**src/rtl/final_tank_palette_encoder.sv**
```systemverilog
// Reverse lookup of a 12-bit RGB colour onto the 16-entry tank palette.
// Scans one entry per clock and reports the nearest index by Manhattan distance.
module final_tank_palette_encoder (
  input  logic       clk,
  input  logic       rst,
  input  logic       start,
  input  logic [3:0] red,
  input  logic [3:0] green,
  input  logic [3:0] blue,
  output logic       busy,
  output logic       done,
  output logic [3:0] index,
  output logic [5:0] distance
);

  typedef enum logic [1:0] {IDLE, SCAN, DONE} state_t;

  state_t     state, state_next;
  logic [3:0] r_q, g_q, b_q;
  logic [3:0] ptr;
  logic [5:0] best_dist;
  logic [3:0] best_idx;

  logic [11:0] entry;
  logic [5:0]  d;
  logic        hit;
  logic        finish;
  logic [5:0]  upd_dist;
  logic [3:0]  upd_idx;

  function automatic logic [11:0] palette(input logic [3:0] i);
    case (i)
      4'd0:    palette = 12'hD27;
      4'd1:    palette = 12'hEA0;
      4'd2:    palette = 12'h660;
      4'd3:    palette = 12'hFE8;
      4'd4:    palette = 12'hD07;
      4'd5:    palette = 12'hD16;
      4'd6:    palette = 12'hFB0;
      4'd7:    palette = 12'h660;
      4'd8:    palette = 12'hFE8;
      4'd9:    palette = 12'hEC7;
      4'd10:   palette = 12'hE90;
      4'd11:   palette = 12'h560;
      4'd12:   palette = 12'hFA0;
      4'd13:   palette = 12'hFD7;
      4'd14:   palette = 12'h770;
      default: palette = 12'h761;
    endcase
  endfunction

  function automatic logic [3:0] absdiff(input logic [3:0] a, input logic [3:0] b);
    absdiff = (a > b) ? (a - b) : (b - a);
  endfunction

  always_comb begin
    entry    = palette(ptr);
    d        = {2'b00, absdiff(r_q, entry[11:8])}
             + {2'b00, absdiff(g_q, entry[7:4])}
             + {2'b00, absdiff(b_q, entry[3:0])};
    // strict compare keeps the lower index on ties and duplicate colours
    hit      = (d < best_dist);
    upd_dist = hit ? d   : best_dist;
    upd_idx  = hit ? ptr : best_idx;
    finish   = (d == 6'd0) || (ptr == 4'd15);
  end

  always_ff @(posedge clk or posedge rst) begin
    if (rst) state <= IDLE;
    else     state <= state_next;
  end

  always_comb begin
    state_next = state;
    busy       = 1'b0;
    done       = 1'b0;
    case (state)
      IDLE: if (start) state_next = SCAN;
      SCAN: begin
        busy = 1'b1;
        if (finish) state_next = DONE;
      end
      DONE: begin
        busy       = 1'b1;
        done       = 1'b1;
        state_next = IDLE;
      end
      default: state_next = IDLE;
    endcase
  end

  always_ff @(posedge clk or posedge rst) begin
    if (rst) begin
      r_q       <= '0;
      g_q       <= '0;
      b_q       <= '0;
      ptr       <= '0;
      best_dist <= '0;
      best_idx  <= '0;
      index     <= '0;
      distance  <= '0;
    end else begin
      case (state)
        IDLE: if (start) begin
          r_q       <= red;
          g_q       <= green;
          b_q       <= blue;
          ptr       <= '0;
          best_dist <= '1;
          best_idx  <= '0;
        end
        SCAN: begin
          best_dist <= upd_dist;
          best_idx  <= upd_idx;
          if (finish) begin
            index    <= upd_idx;
            distance <= upd_dist;
          end else begin
            ptr <= ptr + 4'd1;
          end
        end
        default: ;
      endcase
    end
  end

endmodule

```
**config.mk**
```make
export PLATFORM = sky130hd
export DESIGN_NAME = final_tank_palette_encoder
export DESIGN_NICKNAME = d
export VERILOG_FILES = /design/src/rtl/final_tank_palette_encoder.sv
export SDC_FILE = /design/constraint.sdc
export NUM_CORES = 1
export LEC_CHECK = 0
export CORE_UTILIZATION = 55
export DETAILED_ROUTE_END_ITERATION = 12
export GPL_TIMING_DRIVEN = 0
export HOLD_SLACK_MARGIN = 0.15
export PLACE_DENSITY_LB_ADDON = 0.2
export SETUP_SLACK_MARGIN = 0.1
export SYNTH_ARGS = -nofsm -noshare
export SYNTH_HDL_FRONTEND = slang
export SYNTH_SLANG_ARGS = --single-unit
```
**constraint.sdc**
```tcl
create_clock -name clk -period 6.3 [get_ports clk]
set_input_delay 1.89 -clock clk [delete_from_list [all_inputs] [get_ports clk]]
set_output_delay 1.89 -clock clk [all_outputs]
set_load 0.005 [all_outputs]
```
==> metrics.md <==
| Metric | Value |
|---|---|
| F_max | `roughly 170 MHz` |
| Placed Cells | `430` |
| Outcome | `finished clean` |
| Cell variety after synth | `43` |
| Slew HR | `43.3%` |
| Synthesized instance count | `332` |
| Wire per inst | `~16 um` |
| CTS buffer count | `5` |
| CP endpoint kind | `flop` |
| Initial antenna violation count | `0` |
| Via density per instance | `5.69` |
| #FFs+latches synth | `38` |
| Final Wtd Congestion | `approximately 0.84` |
| Max stage delay on crit path | `0.49 ns` |
| Final period util | `94.3%` |
| Origin of the worst setup path | `ptr[0]$_DFFE_PP0P_` |
| Area Growth Syn to Fin | `20.7%` |
| Port-buffer cells | `26` |
| Synth area leader | `dfrtp_1` |
| Synth top area share | `29.5%` |
| DIE WIDTH | `78.5 um` |
| Die area | `about 6200 sq um` |
| Worst Tran Pin Value | `0.850 ns` |
| Leading cell types by count after synthesis | `inv_1 (49), ha_1 (40), dfrtp_1 (38)` |
| Final Critical Period | `5.94 ns` |
| Async S/R FF share, synth | `100%` |
| Via Count | `2582` |
| Io pins | `27` |
| Die Y | `78.5 um` |
| Hold Buf Count CTS | `0` |
| Drc violations | `0` |
| Most common cell in the synthesized netlist | `inv_1` |
| Register area share after synthesis | `29.5%` |
| Cell chain of the critical path | `clkinvlp_4, buf_4, ha_1, inv_1, mux4_2, ha_1, a21o_1, a21oi_1, a41oi_2, buf_4, mux2_2, fa_1, inv_1, ha_1, inv_1, fa_1, xor2_2, inv_1, ha_1, a211o_1, a21oi_2, o21a_2, mux2_2, mux2_4` |
| Max Buffers Root-to-Sink | `2` |
| Synth top area cells | `dfrtp_1 (30%), ha_1 (16%), fa_1 (6.8%)` |
| Crit Path Category | `flop to flop` |
| Reg-to-Reg Start | `ptr[0]$_DFFE_PP0P_` |
| RSZ-0062 raised after global routing | `no` |
| Post-Syn Area | `3220 sq um` |
| DR pass1 iterations | `4` |
| Worst Clk Skew | `between 0.003 and 0.004 ns` |
| Post-route non-filler standard cell count | `454` |
| TritonCTS clock tree | `done` |
| CTS root buf | `clkbuf_8` |
| Level count of the clock H-tree | `2` |
| HP Start | `best_idx[0]$_DFFE_PP0P_` |
| Number of synthesized flops with an enable pin | `0` |
| Core ar. | `5570 sq um` |
| Req. time, crit path | `around 6.5 ns` |
| Final hold violation count | `0` |
| Slowest CP cell | `mux4_2` |
| Row cnt | `27` |
| # clock sinks | `38` |
| Yosys warnings | `0` |
| Post-layout net count | `447` |
| DR iter-0 viols | `178` |
| Ratio of cells with drive above 1 in the final layout | `18.8%` |
| Ys flop type | `dfrtp_1` |
| Critical path startpoint category | `flop` |
| Final Max Slew Viols | `0` |
| Reg clk slew, reported paths | `0.08 ns` |
| Starting Density | `slightly below 60%` |
| Setup violators final | `0` |
| First-pass GRT wire length | `11800 um` |
| Worst-Skew Late Latency | `0.31 ns` |
| Pin count of the biggest net entering global routing | `39` |
| Post-DRT Antenna Nets | `0` |
| Syn avg cell area | `approximately 9.7 sq um` |
| Class of the worst hold path | `flop to flop` |
| Diode count | `0` |
| Detailed placer's ending HPWL | `between 5000 and 6000 um` |
| Min Hold Slack | `0.512 ns` |
| # Max-Cap Violations | `0` |
| All-Layer GR Usage | `24.8%` |
| Crit path max fanout | `7` |
| Vias in the first global route | `2458` |
| Mapped Nets | `398` |
| Worst Path Arrival | `6.14 ns` |
| GRT overflow | `0` |
| Total Wirelength | `between 7000 and 8000 um` |
-- per-stage QoR --
stage / util, % / TNS, ns / worst slack, ns / area [sq um]
after floorplan: - / 0 / 0.674 / 3220
after global placement: 64.1 / 0 / 0.0523 / 3570
after detailed placement: 64.1 / -0.617 / -0.0839 / 3570
after CTS: 67.0 / 0 / 0.127 / 3730
after global routing: 69.7 / 0 / 0.0837 / 3890
final: 69.7 / 0 / 0.358 / 3890
-- timing repair --
action,CTS,global route
buffers inserted,1,15
gates resized for setup,7,12
pin swaps,1,1
endpoints found under the setup margin,20,20
-- area by class of cell --
cell class                      count  area [sq um]
Multi-Input combinational cell    232          2070
Buffer                             12          62.6
Timing Repair Buffer               42           380
Inverter                           50           195
Clock inverter                      3          68.8
Sequential cell                    38           953
Tap cell                           72          90.1
Fill cell                         440          1690
Clock buffer                        5          68.8
-- placed cells by master (no fill, tap or decap), drive strengths merged, types with 2 or more instances in the layout --
| cell | instances |
|---|---|
| mux2i | 8 |
| a21o | 10 |
| clkinvlp | 2 |
| clkdlybuf4s50 | 26 |
| a31oi | 4 |
| o21a | 6 |
| inv | 47 |
| a41oi | 2 |
| a21oi | 19 |
| nand2b | 3 |
| nand2 | 24 |
| clkinv | 2 |
| buf | 18 |
| a22oi | 2 |
| nand4 | 3 |
| o22a | 2 |
| a22o | 4 |
| a41o | 2 |
| a32oi | 2 |
| o221ai | 3 |
| mux4 | 2 |
| clkbuf | 15 |
| mux2 | 25 |
| dfrtp | 38 |
| nor2b | 3 |
| bufinv | 2 |
| o22ai | 6 |
| fa | 11 |
| ha | 40 |
| o21ai | 18 |
| xor2 | 5 |
| nor2 | 18 |
| xnor2 | 3 |
-- worst max-delay path, delay by kind of cell, from the launching register on --
| kind | cells | cell delay, ns |
|---|---|---|
| fa+ha+maj | 6 | 1.92 |
| mux | 4 | 1.44 |
| compound gates | 6 | 1.11 |
| buf+inv | 7 | 0.74 |
| flops | 1 | 0.44 |
| xor+xnor | 1 | 0.19 |
-- cells by family after synthesis --
kind of cell	after synthesis	share of synthesized area [%]
AO/OA/AOI/OAI	84	17.2
XOR/XNOR	8	2.41
adder cells (fa/ha/maj)	51	22.4
buffers and inverters	62	7.53
flip-flops	38	29.5
multiplexers	35	13.8
AND/OR/NAND/NOR	54	7.22
-- layer usage --
layer	track usage (%)	up-vias	routed length (um)	part of all wire [%]
li1	-	1244	-	-
met1	32.9	1255	3340	46
met2	40.2	72	3480	48
met3	4.42	11	314	4.3
met4	8.89	0	141	1.9
met5	0	-	0	0
-- worst paths after layout --
kind                                           end  slack (ns)  cells after the start
setup / recovery              index[3]$_DFFE_PP0P_        0.36                     24
hold / removal             best_idx[0]$_DFFE_PP0P_        0.51                      1
setup reg to reg              index[3]$_DFFE_PP0P_        0.36                     24
hold reg to reg            best_idx[0]$_DFFE_PP0P_        0.51                      1
max in group asynchronous       ptr[1]$_DFFE_PP0P_        3.64                      2
min in group asynchronous     index[1]$_DFFE_PP0P_        2.08                      2
-- state kept, by name, summed over array words and instances, names as in the netlist --
| name | cells |
|---|---|
| ptr | 4 |
| index | 4 |
| best_idx | 4 |
| r_q | 4 |
| b_q | 4 |
| state | 2 |
| best_dist | 6 |
| g_q | 4 |
| distance | 6 |
Power is left out: the tool's default activity adds up to more than one toggle a clock period on the data nets, which glitch-free logic cannot reach.
